## src/rtl/param_priority_arbiter_pkg.sv

```systemverilog
// arb_pkg: shared types and constants for param_priority_arbiter
//   state_t     arbiter FSM states (IDLE, GRANT)
//   MODE_*      encodings of the mode_rr input
//   clog2_min1  ceil(log2(v)) with a floor of 1 bit
package arb_pkg;
    typedef enum logic {IDLE, GRANT} state_t;
    localparam logic MODE_FIXED = 1'b0;
    localparam logic MODE_RR = 1'b1;
    function automatic int clog2_min1(input int v);
        return (v <= 1) ? 1 : $clog2(v);
    endfunction
endpackage

```

## src/rtl/param_priority_arbiter_prio_pick.sv

```systemverilog
// prio_pick: combinational priority search over masked requests
//   req, mask   candidates are req & mask
//   start_idx   round-robin origin; search runs start_idx-1 downward, wrapping mod N
//   rr_en       0: origin forced to 0, i.e. highest index wins
//   found       some candidate exists
//   win_idx     index of the first candidate in search order
module prio_pick #(
    parameter int N = 8,
    parameter int W = $clog2(N)
) (
    input  logic [N-1:0] req,
    input  logic [N-1:0] mask,
    input  logic [W-1:0] start_idx,
    input  logic         rr_en,
    output logic         found,
    output logic [W-1:0] win_idx
);
    logic [N-1:0] v;
    int s;
    assign v = req & mask;
    assign s = rr_en ? int'(start_idx) : 0;
    // Walk from the lowest priority up so the highest-priority hit is written last.
    always_comb begin
        found = 1'b0;
        win_idx = '0;
        for (int k = N; k >= 1; k--) begin
            if (v[(s + N - k) % N]) begin
                found = 1'b1;
                win_idx = W'((s + N - k) % N);
            end
        end
    end
endmodule

```

## src/rtl/param_priority_arbiter.sv

```systemverilog
// param_priority_arbiter: registered N-way arbiter, fixed or round-robin, with optional hold limit
//   clk, rst     clock, synchronous active-high reset
//   req          request vector
//   mode_rr      0 fixed priority (highest index), 1 round-robin; used at arbitration points only
//   gnt_valid    grant active
//   gnt_idx      holder index (0 when idle)
//   gnt_onehot   one-hot holder (0 when idle)
//   preempt      one-cycle pulse after a forced hand-over
module param_priority_arbiter
    import arb_pkg::*;
#(
    parameter int N = 8,
    parameter int W = $clog2(N),
    parameter int MAX_HOLD = 0
) (
    input  logic         clk,
    input  logic         rst,
    input  logic [N-1:0] req,
    input  logic         mode_rr,
    output logic         gnt_valid,
    output logic [W-1:0] gnt_idx,
    output logic [N-1:0] gnt_onehot,
    output logic         preempt
);
    localparam int HW = clog2_min1(MAX_HOLD + 1);
    state_t state;
    logic [W-1:0] last_idx;
    logic [HW-1:0] hold_cnt;
    logic holding, limit, do_pre, found;
    logic [N-1:0] mask;
    logic [W-1:0] win_idx;
    assign holding = (state == GRANT) && req[gnt_idx];
    assign limit = (MAX_HOLD > 0) && (hold_cnt == HW'(MAX_HOLD - 1));
    assign do_pre = holding && limit && |(req & ~gnt_onehot);
    // The holder is masked only when being pre-empted; a released holder has req=0 anyway.
    assign mask = do_pre ? ~gnt_onehot : '1;
    prio_pick #(.N(N), .W(W)) u_pick (
        .req(req),
        .mask(mask),
        .start_idx(last_idx),
        .rr_en(mode_rr == MODE_RR),
        .found(found),
        .win_idx(win_idx)
    );
    always_ff @(posedge clk) begin
        if (rst) begin
            state <= IDLE;
            gnt_valid <= 1'b0;
            gnt_idx <= '0;
            gnt_onehot <= '0;
            preempt <= 1'b0;
            last_idx <= '0;
            hold_cnt <= '0;
        end else begin
            preempt <= 1'b0;
            if (holding && !do_pre) begin
                hold_cnt <= limit ? '0 : hold_cnt + 1'b1;
            end else if (found) begin
                state <= GRANT;
                gnt_valid <= 1'b1;
                gnt_idx <= win_idx;
                gnt_onehot <= {{(N-1){1'b0}}, 1'b1} << win_idx;
                last_idx <= win_idx;
                hold_cnt <= '0;
                preempt <= do_pre;
            end else begin
                state <= IDLE;
                gnt_valid <= 1'b0;
                gnt_idx <= '0;
                gnt_onehot <= '0;
                hold_cnt <= '0;
            end
        end
    end
endmodule

```

## config.mk

```make
export PLATFORM = sky130hd
export DESIGN_NAME = param_priority_arbiter
export DESIGN_NICKNAME = d
export VERILOG_FILES = /design/src/rtl/param_priority_arbiter_pkg.sv /design/src/rtl/param_priority_arbiter_prio_pick.sv /design/src/rtl/param_priority_arbiter.sv
export SDC_FILE = /design/constraint.sdc
export NUM_CORES = 1
export LEC_CHECK = 0
export BUFFER_PORTS_ARGS = -buffer_cell sky130_fd_sc_hd__buf_2
export CAP_MARGIN = 5
export CORE_UTILIZATION = 40
export DETAILED_ROUTE_END_ITERATION = 12
export GPL_ROUTABILITY_DRIVEN = 0
export GPL_TIMING_DRIVEN = 0
export PLACE_DENSITY_LB_ADDON = 0.12
export SLEW_MARGIN = 20
export SYNTH_ARGS = -nofsm -noshare
export SYNTH_HDL_FRONTEND = slang
export SYNTH_SLANG_ARGS = --single-unit
```

## constraint.sdc

```tcl
create_clock -name clk -period 4.15 [get_ports clk]
set_clock_uncertainty 0.05 [all_clocks]
set_input_delay 0.6225 -clock clk [delete_from_list [all_inputs] [get_ports clk]]
set_output_delay 0.6225 -clock clk [all_outputs]
set_load 0.005 [all_outputs]
```

**Word level (Yosys, flattened, before mapping)**

Index checks and enable logic that the tools add are counted.

- Output and inout bits: 13
- Bits in registers: 15
- Input port bits: 11

- Reduce and logical (&&, ||, !) cells: 10
- Shifts and indexed selects: 1
- Mux-type cells: 46
- Add/subtract/negate cells: 9
- Bitwise logic cells: 9
- Order comparisons: 9

Operator list:

| kind | number |
|---|---|
| $sub A32 B4 Y32 const B | 4 |
| $sub A32 B3 Y32 const B | 2 |
| $lt A4 B5 Y1 const B | 8 |
| $add A32 B5 Y32 const B | 1 |
| $sub A32 B2 Y32 const B | 1 |
| $sub A32 B5 Y32 const B | 1 |
| $mux W3 | 10 |
| $bmux W1 S3 | 9 |
| $mux W1 | 26 |
| $reduce_or A3 Y1 | 8 |
| $and A1 B1 Y1 | 8 |
| $mux W8 | 1 |
| $shl A1 B3 Y8 const A | 1 |
| $lt A3 B4 Y1 const B | 1 |
| $reduce_and A2 Y1 | 1 |
| $logic_and A1 B1 Y1 | 1 |
| $not A1 Y1 | 1 |

**Longest topological paths before layout**

- Depth after elaboration: 18
- Depth in mapped cells: 13
- Gate-level depth less buffers: 11

**Modules after synthesis**

From an unflattened synthesis, not the netlist that was laid out.

- Cell total of the unflattened synthesis: 218
- Area total of the unflattened synthesis: 1,778.0 µm²

By module, submodules not included:

| module | cells an instance | instances | area an instance (µm²) |
|---|---|---|---|
| prio_pick | 124 | 1 | 943.4 |
| param_priority_arbiter | 94 | 1 | 834.6 |

**Worst setup path before layout**

OpenSTA, ideal clock, no wires.

- Path type: input to register
- Start point: input mode_rr
- End point: register gnt_onehot[0]
- Setup slack: 0.759 ns
- Stages on the path: 13
- Buffers on the path: 4
- Arrival: 3.223 ns
- Library setup time: 0.117 ns
- Required time: 3.983 ns
- Cells stage by stage: buf_6 -> nand2_4 -> buf_6 -> buf_2 -> ha_1 -> clkbuf_1 -> mux4_2 -> nand2b_1 -> a21oi_1 -> o211ai_1 -> a21oi_1 -> nor2_2 -> a32o_1

- Word-level cells in the longest chain between the ends: 16
- Elaborated cells on any way between the ends: 52

RTL lines:

| item | line | text |
|---|---|---|
| start, declared | param_priority_arbiter.sv:19 | `input logic mode_rr,` |
| $mux W3 (*) | param_priority_arbiter_prio_pick.sv:21 | `assign s = rr_en ? int'(start_idx) : 0;` |
| $add A32 B5 Y32 (*) | param_priority_arbiter_prio_pick.sv:27 | `if (v[(s + N - k) % N]) begin` |
| $sub A32 B5 Y32 | param_priority_arbiter_prio_pick.sv:27 |  |
| $bmux W1 S3 | param_priority_arbiter_prio_pick.sv:27 |  |
| $mux W1 (not written as such) (2 in series) | param_priority_arbiter_prio_pick.sv:27 |  |
| $mux W3 (8 in series) | param_priority_arbiter_prio_pick.sv:27 |  |
| $shl A1 B3 Y8 | param_priority_arbiter.sv:62 | `gnt_onehot <= {{(N-1){1'b0}}, 1'b1} << win_idx;` |
| $mux W8 (*) | param_priority_arbiter.sv:58 | `end else if (found) begin` |
| end signal, assigned | param_priority_arbiter.sv:62 |  |
| end, declared | param_priority_arbiter.sv:22 | `output logic [N-1:0] gnt_onehot,` |

Every way passes the cells marked *; elsewhere a longest branch is shown, timed or not. The select of a mux whose other input is x is not followed.
A chain may end at the register's enable or synchronous reset.

**Worst setup path in the final report**

- Start point: input mode_rr
- End point: register gnt_onehot[2]

Same word-level chain as after synthesis.

==> qor.yml <==
cts:
  cts.repair.resized: 0
  holdBufCountCts: 0
  clock-root-buffer: "clkbuf_8"
  clkLatencyLatePin_ps: 260
  tritoncts: "built"
  number_of_sinks_driven_by_the_clock_tree: 15
  cts_htree_levels: 1
  path_clk_slew_ps: 60
  numCtsBuffers: 3
  post_cts_buffers: 0
  clockBufferDepth: 2
sta:
  layout_setup_ws_ps: 502
  max_freq_ghz: 0.274
  timing_worst_slew_pin_value_ps: 563
  timing.slew.headroom_pct: 62.4
  maxSlewViolCount: 0
  finalCritPeriodShare_pct: 87.9
  period_minus_slack_ps: 3650
  rsz0062_at_grt: "no"
  setup_viol_count_final: 0
  holdWs_ps: 404
  finalHoldViolCount: 0
  setup_tns_ps: 0
critical_path:
  setup.worst_path.class: "in -> reg"
  cp-startpoint: "mode_rr"
  worstPathArrival_ps: 3750
  worst_path_required_time_ps: 4250
  startpoint_type: "primary input"
  cp-end-kind: "register"
  crit_fanout: 10
  worstReg2RegStart: "last_idx[1]"
die:
  die_h_um: 68.4
  fp.coreArea_um2: 4120
  row_count: 23
  die_x_um: 68.4
  floorplan.initialDensity_pct: 42.8
  floorplan.io_pins: 24
  design.die.area_um2: 4670
logic_synthesis:
  post_synth_most_frequent_cells: "22 x mux2i_1, 19 x nand2_1, 15 x dfxtp_1"
  post_synth_and_or_nand_nor_area_fraction_pct: 22.0
  yosys_register_bits: 15
  synth_cell_type_count: 60
  top_flip_flop_cell_by_instance_count_after_synthesis: "dfxtp_1"
  postSynthCellCount: 203
  synth-compound-area-share_pct: 23.2
  synth-seq-area-share_pct: 17.0
  async_flop_share_pct: 0
  synthDominantCellAreaShare_pct: 17.0
  synth_xor_xnor_area_share_pct: 0.497
  synth_fa_ha_area_share_pct: 0.710
  synth_largest_area_cell: "dfxtp_1"
  synth_area_leaders: "dfxtp_1 17%, mux2i_1 13%, mux4_2 8.9%, nand2_1 4.0%, a21oi_1 2.8%"
  synth_fp_nets: 215
  synth_top_family_by_area: "multiplexers"
  synthesis.area_um2: 1760
  synth_mux_area_share_pct: 28.6
  number_of_synthesized_flops_with_an_enable_pin: 0
  synthesis.area_per_instance_um2: 8.68
  synth_most_common_cell: "mux2i_1"
  yosysWarnings: 0
detailed_routing:
  vias_post_dr: 1712
  route.detailed.vias_per_inst: 6.27
  drt_pass1_iterations: 5
  routedWlPerCell_um: 18.3
  antenna_violating_nets_remaining: 0
  first_iter_violations: 166
  totalWireLength_um: 4990
  route.detailed.drc: 0
min_path:
  hold_path.startpoint: "gnt_onehot[4]"
  hp-class: "reg -> reg"
global_routing:
  grt_overflow_total: 0
  global_route.usage.total_pct: 23.5
  grt_pass1_wl_um: 8020
  grt_antenna_before_repair: 0
  pin_count_of_the_biggest_net_entering_global_routing: 11
  grt_pass1_vias: 1560
flow_run:
  count_of_max_cap_constraint_violations: 0
power:
  irDropWorstVdd_mv: 0.339
  report.power.total_uw: 1300
  power.leakage_uw: 0.000850
  power_per_cell_area_nw_per_um2: 667
layout:
  utilization_pct: 47.4
  area_taken_by_multi_input_logic_gates_um2: 1330
  area_delta_synth_final_pct: 10.7
  final_layout_size_suffix_gt1_share_pct: 26.0
  final_antenna_diode_count: 0
  fillers: 418
  finalNetCount: 236
  final-seq-area_um2: 300
placement:
  pre_cts_ws_ps: 234
  dpl.hpwl_um: 3750
  buffer_ports.inserted: 16
status:
  outcome: "finished clean"
routing by layer:
metal	global-route usage, %	vias up	share of wire, %
met1	33.8	824	48
met4	8.85	0	1.9
li1	-	815	-
met2	34.7	64	44
met5	0	-	0
met3	3.67	9	6.1
registers in the layout, indices dropped and copies added, names as in the netlist:
signal and count:
gnt_onehot 8, gnt_idx 3, last_idx 3, state 1
area by class of cell:
type	instances	share of cell area, %
Inverter	7	1.35
Buffer	17	5.64
Clock inverter	1	0.257
Multi-Input combinational cell	164	67.9
Timing Repair Buffer	16	4.11
Tap cell	50	3.21
Sequential cell	15	15.4
Clock buffer	3	2.12
report_power, final:
group	internal [uW]	switching, uW
logic	410	540
clock network	66.8	56.1
registers	195	32.7
total	672	629
per-stage QoR:
step	instance area, um2	instances
after floorplan	1760	203
after global placement	1900	269
after detailed placement	1900	269
after CTS	1950	273
after global routing	1950	273
final	1950	273
placed cells by master (no fill, tap or decap), types with 4 or more instances in the layout:
cell      synthesis  final
and3_1            6      6
nand3_1           5      5
buf_4             5      5
a32o_1            4      4
clkbuf_1          5      5
nand2_1          19     19
o21ai_0           6      6
nor2_1           10     10
mux2i_1          22     22
buf_2             4     20
nand2b_1          4      4
dfxtp_1          15     15
nor2b_1           4      4
a21oi_1          10     10
mux4_2            7      7
o22ai_1           8      8
inv_1             6      6
o31ai_1           5      5
cells by family after synthesis:
| logic type | Yosys count |
|---|---|
| AOI/OAI and AO/OA | 55 |
| xor gates and xnor gates | 1 |
| DFF | 15 |
| adders and majority gates | 1 |
| buffers and inverters | 24 |
| and+or+nand+nor | 70 |
| muxes | 36 |
| other | 1 |
final timing paths:
check / slack [ps] / endpoint / cells past startpoint
worst min-delay path: 400 / gnt_onehot[4] / 2
worst max register to register: 600 / gnt_onehot[2] / 13
worst max-delay path: 500 / gnt_onehot[2] / 13
worst min register to register: 400 / gnt_onehot[4] / 2
critical path, stage by stage:
cell and delay (ps):
buf_6 120, nand2_4 90, buf_6 170, buf_2 190
ha_1 290, clkbuf_1 380, mux4_2 600, nand2b_1 160
a21oi_1 220, o211ai_1 110, a21oi_1 400, nor2_2 130
a32o_1 280
Power figures use the tool's default switching activity.
